===== config.mk =====
export PLATFORM = sky130hd
export DESIGN_NAME = cfg_regfile_v2
export DESIGN_NICKNAME = d
export VERILOG_FILES = /design/src/rtl/cfg_regfile_pkg.sv /design/src/rtl/sticky_status_reg.sv /design/src/rtl/cfg_regfile_v2.sv
export SDC_FILE = /design/constraint.sdc
export NUM_CORES = 1
export LEC_CHECK = 0
export ABC_AREA = 1
export CAP_MARGIN = 15
export CORE_MARGIN = 2
export CORE_UTILIZATION = 43
export DETAILED_ROUTE_END_ITERATION = 16
export PLACE_DENSITY_LB_ADDON = 0.1
export SYNTH_ARGS = -nofsm -noshare
export SYNTH_HDL_FRONTEND = slang
export SYNTH_HIERARCHICAL = 1
export SYNTH_SLANG_ARGS = --single-unit

===== constraint.sdc =====
create_clock -name clk -period 1.1 [get_ports clk]
set_input_delay 0.11 -clock clk [delete_from_list [all_inputs] [get_ports clk]]
set_output_delay 0.11 -clock clk [all_outputs]
set_load 0.05 [all_outputs]

===== src/rtl/cfg_regfile_pkg.sv =====
// Shared defaults for the configuration register file: widths, the default reset
// image, named register addresses and a reset-slice helper.
package cfg_regfile_pkg;

  localparam int DEF_DATA_WIDTH = 8;
  localparam int DEF_ADDR_WIDTH = 4;
  localparam int DEF_DEPTH      = 16;
  localparam int DEF_NUM_EXPORT = 4;

  // Upper bounds for the slice helper; any legal instance must fit inside these.
  localparam int MAX_DATA_WIDTH = 64;
  localparam int MAX_RESET_BITS = 2048;

  localparam logic [DEF_DEPTH*DEF_DATA_WIDTH-1:0] DEF_RESET_VALUES =
    {96'h0, 8'h20, 8'h81, 16'h0000};

  localparam logic [DEF_ADDR_WIDTH-1:0] ADDR_REG0   = 4'h0;
  localparam logic [DEF_ADDR_WIDTH-1:0] ADDR_REG1   = 4'h1;
  localparam logic [DEF_ADDR_WIDTH-1:0] ADDR_REG2   = 4'h2;
  localparam logic [DEF_ADDR_WIDTH-1:0] ADDR_REG3   = 4'h3;
  localparam logic [DEF_ADDR_WIDTH-1:0] ADDR_STATUS = 4'hF;

  function automatic logic [MAX_DATA_WIDTH-1:0] reset_slice(
    input logic [MAX_RESET_BITS-1:0] values,
    input int                        idx,
    input int                        width
  );
    logic [MAX_RESET_BITS-1:0] shifted;
    logic [MAX_DATA_WIDTH-1:0] mask;
    shifted = values >> (idx * width);
    mask    = (width >= MAX_DATA_WIDTH) ? '1
            : ((MAX_DATA_WIDTH'(1) << width) - MAX_DATA_WIDTH'(1));
    return shifted[MAX_DATA_WIDTH-1:0] & mask;
  endfunction

endpackage


===== src/rtl/sticky_status_reg.sv =====
// Sticky hardware status register: per-bit set pulses accumulate, bus writes
// clear with write-1-to-clear, and a same-cycle set beats the clear.
module sticky_status_reg
  import cfg_regfile_pkg::*;
#(
  parameter int WIDTH = DEF_DATA_WIDTH
) (
  input  logic             clk,
  input  logic             RST,
  input  logic [WIDTH-1:0] set,
  input  logic             clr_en,
  input  logic [WIDTH-1:0] clr_mask,
  output logic [WIDTH-1:0] status
);

  logic [WIDTH-1:0] status_reg;
  logic [WIDTH-1:0] status_next;

  always_comb begin
    status_next = (status_reg & ~(clr_en ? clr_mask : {WIDTH{1'b0}})) | set;
  end

  always_ff @(posedge clk or negedge RST) begin
    if (!RST) begin
      status_reg <= '0;
    end else begin
      status_reg <= status_next;
    end
  end

  assign status = status_reg;

endmodule


===== src/rtl/cfg_regfile_v2.sv =====
// Parametrised configuration/status register file with per-register reset
// values, read-only protection, a sticky status register and access errors.
module cfg_regfile_v2
  import cfg_regfile_pkg::*;
#(
  parameter int DATA_WIDTH = DEF_DATA_WIDTH,
  parameter int ADDR_WIDTH = DEF_ADDR_WIDTH,
  parameter int DEPTH      = DEF_DEPTH,
  parameter int NUM_EXPORT = DEF_NUM_EXPORT,
  parameter logic [DEPTH*DATA_WIDTH-1:0] RESET_VALUES =
    (DEPTH*DATA_WIDTH)'(DEF_RESET_VALUES),
  parameter logic [DEPTH-1:0] RO_MASK = '0,
  parameter int STATUS_ADDR = DEPTH - 1
) (
  input  logic                             clk,
  input  logic                             RST,
  input  logic                             WrEn,
  input  logic                             RdEn,
  input  logic [ADDR_WIDTH-1:0]            Address,
  input  logic [DATA_WIDTH-1:0]            WrData,
  input  logic [DATA_WIDTH-1:0]            StatusSet,
  output logic [DATA_WIDTH-1:0]            RdData,
  output logic                             RdData_Valid,
  output logic                             AccErr,
  output logic [NUM_EXPORT*DATA_WIDTH-1:0] REG_OUT
);

  localparam logic [MAX_RESET_BITS-1:0] RESET_EXT = MAX_RESET_BITS'(RESET_VALUES);

  logic                  wr_only;
  logic                  rd_only;
  logic                  both_req;
  logic                  addr_ok;
  logic                  ro_hit;
  logic                  acc_err_next;
  logic [DATA_WIDTH-1:0] rd_word;
  logic [DATA_WIDTH-1:0] reg_q [DEPTH];

  logic [DATA_WIDTH-1:0] rd_data_reg;
  logic                  rd_valid_reg;
  logic                  acc_err_reg;

  assign wr_only  = WrEn & ~RdEn;
  assign rd_only  = RdEn & ~WrEn;
  assign both_req = WrEn & RdEn;
  assign addr_ok  = (32'(Address) < DEPTH);
  // The status register is never treated as read-only: its writes are W1C.
  assign ro_hit   = addr_ok && RO_MASK[Address] && (32'(Address) != STATUS_ADDR);

  genvar gi;
  generate
    for (gi = 0; gi < DEPTH; gi++) begin : g_reg
      if (gi == STATUS_ADDR) begin : g_status
        logic [DATA_WIDTH-1:0] status_q;
        sticky_status_reg #(
          .WIDTH (DATA_WIDTH)
        ) u_status (
          .clk      (clk),
          .RST      (RST),
          .set      (StatusSet),
          .clr_en   (wr_only && (Address == ADDR_WIDTH'(gi))),
          .clr_mask (WrData),
          .status   (status_q)
        );
        assign reg_q[gi] = status_q;
      end else if (RO_MASK[gi]) begin : g_ro
        localparam logic [DATA_WIDTH-1:0] RST_VAL =
          DATA_WIDTH'(reset_slice(RESET_EXT, gi, DATA_WIDTH));
        assign reg_q[gi] = RST_VAL;
      end else begin : g_rw
        localparam logic [DATA_WIDTH-1:0] RST_VAL =
          DATA_WIDTH'(reset_slice(RESET_EXT, gi, DATA_WIDTH));
        logic [DATA_WIDTH-1:0] cfg_reg;
        always_ff @(posedge clk or negedge RST) begin
          if (!RST) begin
            cfg_reg <= RST_VAL;
          end else if (wr_only && (Address == ADDR_WIDTH'(gi))) begin
            cfg_reg <= WrData;
          end
        end
        assign reg_q[gi] = cfg_reg;
      end
    end

    for (gi = 0; gi < NUM_EXPORT; gi++) begin : g_export
      assign REG_OUT[gi*DATA_WIDTH +: DATA_WIDTH] = reg_q[gi];
    end
  endgenerate

  assign rd_word      = addr_ok ? reg_q[Address] : '0;
  assign acc_err_next = both_req
                      | (rd_only & ~addr_ok)
                      | (wr_only & (~addr_ok | ro_hit));

  always_ff @(posedge clk or negedge RST) begin
    if (!RST) begin
      rd_data_reg  <= '0;
      rd_valid_reg <= 1'b0;
      acc_err_reg  <= 1'b0;
    end else begin
      rd_valid_reg <= rd_only;
      acc_err_reg  <= acc_err_next;
      if (rd_only) begin
        rd_data_reg <= rd_word;
      end
    end
  end

  assign RdData       = rd_data_reg;
  assign RdData_Valid = rd_valid_reg;
  assign AccErr       = acc_err_reg;

endmodule


[Word level (Yosys, flattened, before mapping)]
Memory sizes are Yosys's and may differ from the RTL's.
Cells that the tools add are included.
Word-level totals
  bits in registers: 138
  memory bits (read-only): 16
  input port bits: 24
  output and inout port bits: 42
  word-level logic and storage cells: 72
  memories: 1
Operators by class
  $lt $le $gt $ge: 2
  equality and inequality tests: 16
  multiplexer cells: 5
  bitwise operators: 11
  reduce and logical (&&, ||, !) cells: 18
Memories
  (name not given): words 16, width 1, rd ports 1, clocked after memory_dff 0, wr ports 0, line cfg_regfile_v2.sv:48  | assign ro_hit = addr_ok && RO_MASK[Address] && (32'(Address) != STATUS_ADDR);
Operator list (number)
  $bmux W8 S4: 1
  $eq A4 B4 Y1 const B: 8
  $mux W8: 3
  $logic_and A1 B1 Y1: 17
  $eq A4 B3 Y1 const B: 4
  $and A8 B8 Y8: 1
  $eq A4 B2 Y1 const B: 2
  $not A8 Y8: 1
  $or A8 B8 Y8: 1
  $ge A5 B5 Y1 const B: 1
  $lt A4 B5 Y1 const B: 1
  $not A4 Y5: 1
  $and A1 B1 Y1: 4
  $eq A4 B1 Y1 const B: 1
  $logic_not A4 Y1: 1
  $ne A4 B4 Y1 const B: 1
  $not A1 Y1: 2
  $mux W1: 1
  $or A1 B1 Y1: 1

[Longest topological paths before layout]
Gate-level depths: netlist of run 1.
  word-level depth: 7
  mapped depth: 11
  mapped depth without buffers: 9

[Cells and area by module]
The synthesis of run 1 kept the hierarchy.
Modules (own cells, without submodules)
  cfg_regfile_v2: times used 1, cells each 792, area an instance 6007.0 um2, sequential area each 3256.9 um2
  sticky_status_reg: times used 1, cells each 41, area an instance 325.3 um2, sequential area each 200.2 um2

[Worst setup path before layout of run 1]
No wires, ideal clock.
  kind: register to register
  start point: register g_reg[3].g_rw.cfg_reg[5]
  end point: register rd_data_reg[5] (netlist: RdData[5])
  setup time: 0.072 ns
  data arrival time: 1.133 ns
  required time: 1.028 ns
  setup slack: -0.105 ns
  cell stages (with the launch flop): 9
  path buffers: 0
  period minus slack after synthesis: 1.205 ns
  cells stage by stage: dfstp_2 -> nand2_1 -> nand2_1 -> nand2_1 -> nand2_1 -> nand2_1 -> nand3_1 -> nor2_1 -> nor2_1
Between the ends
  cells in the longest elaborated chain, start to end: 3
RTL lines
  start: declaration: line cfg_regfile_v2.sv:73  | logic [DATA_WIDTH-1:0] cfg_reg;
  start signal: assignment: line cfg_regfile_v2.sv:78  | cfg_reg <= WrData;
  $bmux W8 S4: line cfg_regfile_v2.sv:90  | assign rd_word = addr_ok ? reg_q[Address] : '0;
  $mux W8 (not written as such) (2 in series): line cfg_regfile_v2.sv:90
  end signal: assignment: line cfg_regfile_v2.sv:104  | rd_data_reg <= rd_word;
  end: declaration: line cfg_regfile_v2.sv:39  | logic [DATA_WIDTH-1:0] rd_data_reg;
No other way between the ends. The select of a mux whose other input is x is not followed.
A chain may end at the register's enable or synchronous reset.

[Final worst setup path of run 1]
  start point: register g_reg[3].g_rw.cfg_reg[5]
  end point: output port REG_OUT[29]
RTL lines
  end: declaration: line cfg_regfile_v2.sv:25  | output logic [NUM_EXPORT*DATA_WIDTH-1:0] REG_OUT
No word-level cell between the ends.

==> impl_metrics.tcl, run 1 <==
set metrics [dict create \
    cp-end-kind "output pin" \
    path_depth 2 \
    grt_util_met3_pct 4.493 \
    initial_core_util_pct 43.73 \
    dpl_cell_area_um2 8429 \
    fmax_mhz 763.7 \
    finalCritPeriodShare_pct 119.0 \
    viasPerCell 5.115 \
    maxSlewViolCount 0 \
    worst-path-buf-inv 2 \
    area_delta_synth_final_pct 50.29 \
    fin_tns_setup_ns -3.411 \
    yosysTopAreaCellShare_pct 53.35 \
    reg2regPathDepth 9 \
    regToRegSetupSlack_ns -0.09 \
    floorplan.rows 44 \
    p_leak_nw 4.755 \
    synth_seq_area_share_pct 54.59 \
    slowest_stage "dfstp_2" \
    tightest_slew_ns 0.3222 \
    fin_util_pct 65.73 \
    skew_ns 0.006036 \
    rsz0062_at_grt "true" \
    design_area_um2 9517 \
    drt_iter0_drc 529 \
    grt_pass1_wl_mm 32.11 \
    cts_root_buf "clkbuf_16" \
    finalCriticalPeriod_ns 1.309 \
    antenna_found_initial 0 \
    violations "setup timing" \
    synth_area_um2 6332 \
    synth.avg_cell_area_um2 7.602 \
    cts.sinks 138 \
    synth_area_leaders "dfrtp_1, nand2_1, o21ai_0" \
    crit_required_ns 0.99 \
    yosysWarnings 6 \
    grt_pass1_vias 5844 \
    critical_path.max_stage_delay_ns 0.53 \
    top_usage_layer "met2" \
    critPathMaxFanout 2 \
    crit_family "flip-flops" \
    first_pass_iters 5 \
    grt_max_degree 46 \
    hp-class "in2reg" \
    synth.net_count 857 \
    crit_type "reg2out" \
    path_clk_slew_ns 0.06 \
    wl_per_cell_um 16.89 \
    design.core.area_um2 14480 \
    setup_viol 46 \
    finalPower_mw 17.49 \
    numCtsBuffers 17 \
    status "finished with violations" \
    worst_slack_ns -0.2093 \
    n_antenna_cell 0 \
    synthCells 833 \
    place_congestion 0.8731 \
    ir_worst_vdd_uv 1168 \
    portBuffers 65 \
    setup.worst_path.end "REG_OUT[29]" \
    die_y_um 125.4 \
    routed_wl_mm 19.81 \
    clk_path_buf_depth 2 \
    chipWidth_um 125.4 \
    synth.distinct_cells 15 \
    cts_tree "built" \
    hold_slack_ns 0.06378 \
    cp.arrival_ns 1.20 \
    htreeDepth 4 \
    use_met2_pct 42.30 \
    reg2reg_from "g_reg[0].g_rw.cfg_reg[1]" \
    dp_hpwl_mm 12.98 \
    drc 0 \
    met1_usage_pct 36.68 \
    drv_cap 0 \
    insertion_delay_ns 0.43 \
    boundaryPins 66 \
    nets 1001 \
    die-area_um2 15710 \
    ys_seq_elements 138 \
    drive_gt1_share_pct 25.18 \
    worstSetupStartpoint "g_reg[3].g_rw.cfg_reg[5]" \
    globalRouteTotalUtil_pct 26.28 \
    drtAntennaViolNets 0 \
    hold_viol_final 0 \
    reg2reg_to "RdData[1]" \
    vias 6000 \
    timing.slew.headroom_pct 78.52 \
    startpoint_type "register" \
    power_density_nw_per_um2 1837 \
    grt-ovfl-total 0 \
    largest_register_ffs 120 \
    yosysTopAreaCell "dfrtp_1" \
    crit_chain "buf_6 > buf_12" \
]
## synthesized netlist by cell type
master,count
nand4_1,8
buf_1,6
o21ai_0,120
dfrtp_1,135
nand3_1,40
nand2_1,419
dfstp_2,3
inv_1,22
buf_2,18
nor3_2,3
buf_4,1
inv_2,1
clkbuf_1,27
nor3_1,1
nor2_1,29
## power breakdown
| part | switching [mW] | total [mW] | internal, mW |
|---|---|---|---|
| Clock | 2.10 | 5.82 | 3.72 |
| Sequential | 0.598 | 6.59 | 5.99 |
| Combinational | 2.63 | 5.08 | 2.46 |
| Total | 5.33 | 17.5 | 12.2 |
## metrics by stage
| step | worst slack (ns) | instances |
|---|---|---|
| after floorplan | -0.08289 | 833 |
| after global placement | -0.5745 | 1116 |
| after detailed placement | -0.5815 | 1116 |
| after CTS | -0.2183 | 1163 |
| after global routing | -0.2274 | 1173 |
| final | -0.2093 | 1173 |
## per-layer routing
layer  share of wire (%)  up-vias  wire [um]
met4                 1.6        0        323
met2                  47      200       9363
li1                    -     2928          -
met5                   0        -          0
met1                  45     2846       8947
met3                 6.0       26       1180
## how the worst min path moves through the flow
stage | endpoint | cells after the start | start
detailed placement | g_reg[3].g_rw.cfg_reg[1] | 1 | RST
CTS | AccErr | 3 | RdEn
finish | AccErr | 3 | RdEn
global route | AccErr | 3 | RdEn
global placement | g_reg[2].g_rw.cfg_reg[1] | 1 | RST
floorplan | AccErr | 0 | RST
## final cells by class
class,instances,area (um^2)
clock buffer,23,478.0
clock inverter,8,118.9
fill,1192,4962
inverter,23,86.33
multi-input combinational,620,2694
sequential,138,3482
tap,184,230.2
timing repair buffer,177,2427
## what timing repair did
action | 4_1_cts | 5_1_grt
hold endpoints to repair | 138 | 0
cloned | 1 | 0
setup endpoints to repair | 168 | 155
buffers inserted | 16 | 10
pin swaps | 9 | 28
hold buffers | 1 | 0
resized for setup | 60 | 24
## cells by family after synthesis
family	synth area share [%]
buffers and inverters	4.861
flip-flops	54.59
AO/OA/AOI/OAI	9.484
AND/OR/NAND/NOR	31.06
## cell usage in the layout, fill, tap and decap left out, types with 22 or more instances in the layout
cell / count
nor2_1: 24
buf_6: 31
nand2_2: 22
buf_4: 49
nand3_1: 31
o21ai_0: 119
dfrtp_1: 115
nand2_1: 396
buf_12: 71
## tightest hold or removal path: stages
cell and delay [ns]:
dlygate4sd2_1 0.23, nand2_1 0.06, inv_1 0.05
(Power assumes the default switching activity.)
==> inputs of run 2 (changes only) <==
Settings changed: SLEW_MARGIN from default to 20.
==> results of run 2 <==
Same layout as run 1: the final DEF is identical, and so are final timing and power.
==> inputs of run 3 (changes only) <==
Settings changed: SLEW_MARGIN 20 to default.
==> results of run 3 <==
Same layout as run 1: the final DEF is identical, and so are final timing and power.
